`config.mk`:
```
export PLATFORM = sky130hd
export DESIGN_NAME = output_buffer
export DESIGN_NICKNAME = d
export VERILOG_FILES = /design/src/rtl/output_buffer.sv
export SDC_FILE = /design/constraint.sdc
export NUM_CORES = 1
export LEC_CHECK = 0
export CORE_ASPECT_RATIO = 0.5
export CORE_MARGIN = 10
export CORE_UTILIZATION = 45
export CTS_CLUSTER_DIAMETER = 100
export DETAILED_ROUTE_END_ITERATION = 6
export GPL_TIMING_DRIVEN = 0
export PLACE_DENSITY = 0.71
export SYNTH_ARGS = -nofsm -noshare
export SYNTH_HDL_FRONTEND = slang
export SYNTH_SLANG_ARGS = --single-unit
```
`constraint.sdc`:
```
create_clock -name clk -period 2.2 [get_ports clk]
set_clock_uncertainty 0.15 [all_clocks]
set_input_delay 0.55 -clock clk [delete_from_list [all_inputs] [get_ports clk]]
set_output_delay 0.55 -clock clk [all_outputs]
set_load 0.005 [all_outputs]
```
`src/rtl/output_buffer.sv`:
```
// rtl/output_buffer.sv - FFT result capture buffer, drains 16 bins in natural frequency order
module output_buffer #(
    parameter int N      = 16,
    parameter int WIDTH  = 16,
    parameter int BITREV = 1
) (
    input  logic                    clk,
    input  logic                    rst,
    input  logic                    wr_en,
    input  logic [3:0]              wr_addr,
    input  logic signed [WIDTH-1:0] yr_in,
    input  logic signed [WIDTH-1:0] yi_in,
    input  logic                    frame_done,
    input  logic                    out_ready,
    output logic                    out_valid,
    output logic [3:0]              out_idx,
    output logic signed [WIDTH-1:0] yr_out,
    output logic signed [WIDTH-1:0] yi_out,
    output logic                    out_last,
    output logic                    busy,
    output logic                    overrun
);

    localparam logic S_IDLE  = 1'b0;
    localparam logic S_DRAIN = 1'b1;

    logic                    state;
    logic signed [WIDTH-1:0] yr_mem [N];
    logic signed [WIDTH-1:0] yi_mem [N];

    logic                    start;
    logic                    xfer;
    logic [3:0]              next_k;
    logic [3:0]              rd_addr;
    logic signed [WIDTH-1:0] rd_yr;
    logic signed [WIDTH-1:0] rd_yi;

    // Frequency bin k lives at bitrev4(k) when the core writes in scrambled order.
    function automatic logic [3:0] map_addr(input logic [3:0] k);
        return (BITREV != 0) ? {k[0], k[1], k[2], k[3]} : k;
    endfunction

    assign busy  = (state == S_DRAIN);
    assign start = (state == S_IDLE) && frame_done;
    assign xfer  = (state == S_DRAIN) && out_valid && out_ready;

    // Fetch the next bin to present; bypass a write landing in the same cycle as frame_done.
    always_comb begin
        next_k  = start ? 4'd0 : out_idx + 4'd1;
        rd_addr = map_addr(next_k);
        rd_yr   = yr_mem[rd_addr];
        rd_yi   = yi_mem[rd_addr];
        if (start && wr_en && (wr_addr == rd_addr)) begin
            rd_yr = yr_in;
            rd_yi = yi_in;
        end
    end

    // Result storage: writes land only while idle; drain-time writes are dropped.
    always_ff @(posedge clk or negedge rst) begin
        if (!rst) begin
            for (int i = 0; i < N; i++) begin
                yr_mem[i] <= '0;
                yi_mem[i] <= '0;
            end
        end else if ((state == S_IDLE) && wr_en) begin
            yr_mem[wr_addr] <= yr_in;
            yi_mem[wr_addr] <= yi_in;
        end
    end

    // Drain sequencer: load bin 0 on frame_done, advance one bin per handshake, exit after bin 15.
    always_ff @(posedge clk or negedge rst) begin
        if (!rst) begin
            state     <= S_IDLE;
            out_valid <= 1'b0;
            out_last  <= 1'b0;
            out_idx   <= 4'd0;
            yr_out    <= '0;
            yi_out    <= '0;
        end else if (start) begin
            state     <= S_DRAIN;
            out_valid <= 1'b1;
            out_last  <= 1'b0;
            out_idx   <= 4'd0;
            yr_out    <= rd_yr;
            yi_out    <= rd_yi;
        end else if (xfer) begin
            if (out_idx == 4'd15) begin
                state     <= S_IDLE;
                out_valid <= 1'b0;
                out_last  <= 1'b0;
            end else begin
                out_idx  <= next_k;
                yr_out   <= rd_yr;
                yi_out   <= rd_yi;
                out_last <= (next_k == 4'd15);
            end
        end
    end

    // Sticky flag for any write or frame_done that arrived while draining.
    always_ff @(posedge clk or negedge rst) begin
        if (!rst) begin
            overrun <= 1'b0;
        end else if ((state == S_DRAIN) && (wr_en || frame_done)) begin
            overrun <= 1'b1;
        end
    end

endmodule

```
==> summary.md <==
| Metric | Value |
|---|---|
| Status | `finished with violations` |
| Failing checks | `setup timing` |
| Sw Ratio | `approximately two fifths` |
| Share of layout cells above drive strength 1 | `~43%` |
| Power Dens Cells | `1461 nW/um2` |
| Psw | `about 0.018 W` |
| Setup WS post-layout | `-0.2879 ns` |
| First-pass GRT wire length | `between 100000 and 150000 um` |
| Root Buffer | `clkbuf_16` |
| Initial antenna violation count | `2` |
| Setup WS pre-CTS | `-1.964 ns` |
| R2r worst-path depth | `11` |
| Final non-filler cell total | `between 2000 and 3000` |
| Synth cell types | `45` |
| RSZ-0062 raised after global routing | `yes` |
| CP Launch Point | `out_idx[0]` |
| Skew-Pair Late Insertion Delay | `0.60 ns` |
| I/O Buffers | `80` |
| GRT Residual Overflow | `0` |
| Worst hold margin | `0.2817 ns` |
| Clk pin slew, worst setup/hold paths | `approximately 0.060 ns` |
| Row count | `61` |
| Avg Vias per Cell | `roughly 6.4` |
| GR peak layer | `met2` |
| Max_slew headroom | `approximately half` |
| Min Tclk post-route | `~2.5 ns` |
| Syn nets | `2028` |
| Total Die Area | `~66000 um2` |
| Clock network power share | `between 20% and 30%` |
| Routed via count | `19163` |
| Flops & latches, synth | `roughly 550` |
| P_int | `roughly 0.027 W` |
| Starting Density | `45.43%` |
| GR Util All Layers | `between 20 and 25%` |
| Crit path launch type | `register` |
| Final net count | `2234` |
| Async SR Flop Fraction | `100.0%` |
| Wire length per cell | `29.20 um` |
| CP arrival | `~2.9 ns` |
| Global routing usage on met2 | `a little under two fifths` |
| CTS H-tree depth | `2` |
| Drt pass-1 iters | `5` |
| CTS Sinks | `~550` |
| Leak Pwr | `14.90 nW` |
| Peak supply drop | `about 0.00087 V` |
| Crit end category | `register` |
| FF-to-FF Start | `out_idx[0]` |
| Max Clock Freq | `about 0.40 GHz` |
| RD Place Congestion | `0.9491` |
| Largest net degree at the start of global routing | `approximately 120` |
| Final HPWL DP | `54850 um` |
| Core area | `~55000 um2` |
| Num CTS Buffers | `52` |
| Yosys warning count | `0` |
| Grt met1 use | `roughly a third` |
| Max Buffers Root-to-Sink | `3` |
| Max-slew violation total from the final report | `0` |
| Routed WL | `roughly 87000 um` |
| HP Class | `in2async` |
| Most used DFF post-synth | `dfrtp_1` |
| Chip Width | `354.7 um` |
| EDFF count, synth | `0` |
| Layout fillers | `roughly 4300` |
| Reg2reg end | `yr_out[14]` |
| Reg power frac | `approximately 28%` |
| Dpl cells | `approximately 2800` |
| Final setup violating endpoints | `45` |
| Reg2reg setup slack | `-0.29 ns` |
| Grt met3 use | `~7.6%` |
| Height of the chip | `between 150 and 200 um` |
| P&R area growth vs syn | `24.47%` |
| Critical Path Fanout Max | `5` |
| Data required time of the worst path | `around 2.6 ns` |
| Avg Cell Area, Syn | `12.69 um2` |
| WS Path Type | `reg2reg` |
| Vias in the first global route | `between 15000 and 20000` |
| DRT iter0 DRCs | `2191` |
| Endpoints failing hold | `0` |
| Gate power share | `between 50 and 60%` |
| Slew @ Worst Pin | `0.7497 ns` |
| Register area share after synthesis | `54.70%` |
| Post-synthesis cell area | `about 25000 um2` |
| Ports | `81` |
| Tcrit/Tclk final | `113.1%` |
| CTS tree | `yes` |
| Critical path endpoint | `yr_out[14]` |
| # DRC | `0` |
| Final ANT Viol Nets | `0` |
| Max_cap viols | `0` |
| Mapped Cells | `just under 2000` |
-- metrics by stage --
stage	setup TNS, ns	power [W]	area (um2)	util (%)
floorplan	-0.3012	0.02261	25270	-
global placement	-	0.02948	27010	48.69
detailed placement	-522.60	0.02975	27160	48.94
CTS	-3.967	0.04409	30920	55.72
global route	-9.109	0.04691	31380	56.55
finish	-6.410	0.04585	31380	56.55
-- how the worst min path moves through the flow --
| stage | start | to | slack [ns] |
|---|---|---|---|
| floorplan | rst | busy | 0.10 |
| global placement | overrun | overrun | 0.30 |
| detailed placement | rst | yi_mem[8] | 0.31 |
| CTS | rst | yi_mem[202] | 0.28 |
| global route | rst | yi_mem[152] | 0.31 |
| finish | rst | yi_mem[152] | 0.28 |
-- worst max-delay path, cell delays in order, from the launching register on --
cell	delay [ns]
dfrtp_1	0.41
buf_6	0.13
nand3_4	0.11
xor2_4	0.21
buf_12	0.16
buf_12	0.14
nor2_4	0.15
buf_6	0.15
buf_12	0.15
mux2i_2	0.27
o2111ai_2	0.15
a31oi_1	0.21
-- power by group through the flow --
stage | registers, W | logic (W) | clock network [W]
final | 0.0130 | 0.0235 | 0.00930
after floorplan | 0.0128 | 0.00981 | 0
after global routing | 0.0132 | 0.0240 | 0.00972
after CTS | 0.0130 | 0.0218 | 0.00929
after global placement | 0.0131 | 0.0164 | 0
after detailed placement | 0.0132 | 0.0166 | 0
-- synth_stat cells, types with 33 or more instances --
library cell,n,share of area (%)
mux2_2,542,24
mux2i_1,35,1.4
buf_1,33,0.49
a31oi_1,44,1.1
clkbuf_1,93,1.4
nand2_1,93,1.4
a21oi_1,57,1.1
buf_2,52,1.0
o21ai_0,56,1.1
dfrtp_1,551,55
o22ai_1,66,1.6
nand3_1,88,1.7
o2111ai_1,39,1.4
-- repair_timing --
item / CTS / global route
gates cloned: 7 / 4
setup endpoints to repair: 547 / 400
hold buffers: 1 / 0
endpoints found under the hold margin: 38 / 0
resized for setup: 496 / 90
pin swaps: 34 / 48
setup buffers: 53 / 7
-- cell type report --
class,count,area [um2],area share [%]
clock inverters,15,160.2,0.5104
flip-flops and latches,551,13790,43.96
multi-input cells,1242,11210,35.74
clock buffers,80,1568,4.996
repair buffers,155,1769,5.638
diodes,2,5.005,0.01595
plain buffers,187,1907,6.077
inverters,3,15.01,0.04785
well taps,756,945.9,3.015
-- cells by family after synthesis --
kind of cell | synth area share, %
XOR/XNOR | 0.2333
AO/OA/AOI/OAI | 9.654
flip-flops | 54.70
AND/OR/NAND/NOR | 5.102
multiplexers | 26.94
buffers and inverters | 3.325
adder cells (fa/ha/maj) | 0.04962
-- metal layers --
| metal | wire length, um | up-vias |
|---|---|---|
| met3 | 9523 | 332 |
| met4 | 5083 | 0 |
| met5 | 0 | - |
| li1 | - | 7803 |
| met2 | 38900 | 1206 |
| met1 | 33820 | 9822 |
-- cell usage in the layout, fill, tap and decap left out, types with 5 or more instances in the layout --
master,instances
a2111o_1,16
a211oi_1,30
a21oi_1,55
a22oi_1,5
a31o_2,17
a31oi_1,41
and3_1,29
buf_12,27
buf_16,10
buf_2,27
buf_4,55
buf_6,37
buf_8,15
clkbuf_1,47
clkbuf_16,67
clkbuf_2,11
clkbuf_4,15
clkbuf_8,32
clkdlybuf4s50_1,43
clkinv_2,9
dfrtp_1,547
dlygate4sd2_1,27
dlymetal6s2s_1,8
mux2_1,22
mux2_2,544
mux2_4,6
mux2i_1,31
nand2_1,85
nand2_2,6
nand3_1,85
nand4_1,16
nor2_4,5
o2111ai_1,18
o2111ai_2,21
o211ai_1,5
o21ai_0,53
o21ai_1,20
o22ai_1,55
o22ai_2,10
or4_1,5
-- flip-flops by register name, indices dropped and copies added (netlist names) --
register and count:
busy 1, yr_mem 256, yi_out 16, out_last 1, overrun 1, out_idx 4
yi_mem 256, yr_out 16
No activity file was read; power rests on OpenSTA's default activity.
==> variant, RTL diff (config.mk and constraints unchanged) <==
Register the output `overrun` once more, cleared by the reset; this adds one clock of latency there. The other outputs are not delayed to match.
--- a/src/rtl/output_buffer.sv
+++ b/src/rtl/output_buffer.sv
@@ -23,6 +23,8 @@
 
     localparam logic S_IDLE  = 1'b0;
     localparam logic S_DRAIN = 1'b1;
+
+    logic overrun_s0;
 
     logic                    state;
     logic signed [WIDTH-1:0] yr_mem [N];
@@ -102,9 +104,17 @@
     // Sticky flag for any write or frame_done that arrived while draining.
     always_ff @(posedge clk or negedge rst) begin
         if (!rst) begin
-            overrun <= 1'b0;
+            overrun_s0 <= 1'b0;
         end else if ((state == S_DRAIN) && (wr_en || frame_done)) begin
-            overrun <= 1'b1;
+            overrun_s0 <= 1'b1;
+        end
+    end
+
+    always_ff @(posedge clk or negedge rst) begin
+        if (!rst) begin
+            overrun <= '0;
+        end else begin
+            overrun <= overrun_s0;
         end
     end
 
Behaviour: not the same (a bounded check fails within 4 cycles, from zero or initial values and one cycle with rst low).
==> variant against the unedited design <==
The flow still finishes with violations (setup timing). Setup slack got worse by 0.018 ns. Non-clock buffer count rose by 17. Final area increased by 2.3%. Synthesized cell count barely moved. Routed wire length up 1.9%. Global-route usage is 0.25 points lower. Total power up 4.1%. Sequential cell count up 1. Count of clock-buffer cells in the layout decreased by 2. Synthesized area hardly changed.
==> variant: results (changes against the unedited design) <==
.. list-table::
   :header-rows: 1

   * - Metric
     - Value
   * - Setup Viol. Count Final
     - 106 (+140%)
   * - Number of DRC markers after the initial detailed-route iteration
     - 2,472 (+13%)
   * - Resized Gates After CTS
     - 508 (+2.4%)
   * - Final Cell Area
     - 0.0321 mm² (+2.3%)
   * - Sequential fraction of total cell area
     - 43.0% (-0.91 points)
   * - Outcome
     - finished, violations left
   * - Synth area leaders
     - dfrtp_1 (55%), mux2_2 (24%), nand3_1 (1.7%)
   * - Final worst slack
     - -0.306 ns (-0.0179 ns)
   * - Top post-synthesis cells by count
     - dfrtp_1 (552), mux2_2 (542), clkbuf_1 (93), nand2_1 (93), nand3_1 (88)
   * - DR top layer
     - met5
   * - Area share of fa/ha/maj cells after synthesis
     - 0.0496% (about the same)
   * - Die area
     - 0.0665 mm² (about the same)
   * - RePlAce Congestion
     - 0.942 (-0.76%)
   * - Synth Area in XOR/XNOR
     - 0.233% (about the same)
   * - Total internal power
     - 28.6 mW (+4.3%)
   * - Maximum ir drop on the vdd rail
     - 0.981 mV (+13%)
   * - Average footprint of a synthesized cell
     - 12.7 µm² (about the same)
   * - Violated checks
     - setup timing
   * - Number of nets at the end of the flow
     - 2,252 (+0.81%)
   * - Number of global-route vias before repair
     - 19.3k (-2.1%)
   * - Layout clock buffers
     - 78 (-2.5%)
   * - Net count after synthesis
     - 2,029 (+0.049%)
   * - Fraction of layout cells with a size suffix above 1
     - 45.0% (+1.6 points)
   * - Compound-Gate Fraction of Synth Area
     - 9.64% (about the same)
   * - Total routing usage reported by global routing
     - 24.7% (-0.25 points)
   * - Detailed placer's ending HPWL
     - 54,400 µm (-0.86%)
   * - Antenna Diode Count
     - 0 (-2)
   * - Final sequential cell count
     - 552 (+0.18%)
   * - Number of placed instances with taps included
     - 2,828 (+0.035%)
   * - Part of the Yosys area used for sequential elements
     - 54.7% (about the same)
   * - WP data arrival
     - 2.80 ns (-0.05 ns)
   * - First-pass GRT wire length
     - 125,000 µm (-0.64%)
   * - Maximum number of pins on one net before global-route repair
     - 123 (+3.4%)
   * - Post-route met1 wirelength
     - 33,600 µm (-0.52%)
   * - Worst hold slack
     - 0.245 ns (-0.0364 ns)
   * - Met3 wirelength from detailed routing
     - 10,500 µm (+9.8%)
   * - Initial antenna violation count
     - 3 (+1)
-- variant: cell types whose count changed after synthesis --
cell	unedited run	this run
dfrtp_1	551	552
-- variant: final timing paths --
| check | start | endpoint | depth (start not counted) |
|---|---|---|---|
| setup / recovery | out_idx[0] | yr_out[8] | 11 |
| hold / removal | overrun_s0 | overrun | 0 |
| setup reg to reg | out_idx[0] | yr_out[8] | 11 |
| hold reg to reg | overrun_s0 | overrun | 0 |
| max in group asynchronous | rst | yr_mem[194] | 4 |
| min in group asynchronous | rst | yi_mem[7] | 2 |
-- variant: power by group through the flow --
stage	registers (mW)	logic [mW]	clock network, mW
after floorplan	12.8	9.81	0
after global placement	13.1	16.4	0
after detailed placement	13.2	16.6	0
after CTS	13.0	21.6	9.28
after global routing	13.2	25.8	9.70
final	13.1	25.4	9.28
-- variant: cell families after synthesis --
logic type,after synthesis
multiplexers,607
AND/OR/NAND/NOR,262
AO/OA/AOI/OAI,367
buffers and inverters,193
flip-flops,552
XOR/XNOR,5
adder cells (fa/ha/maj),1
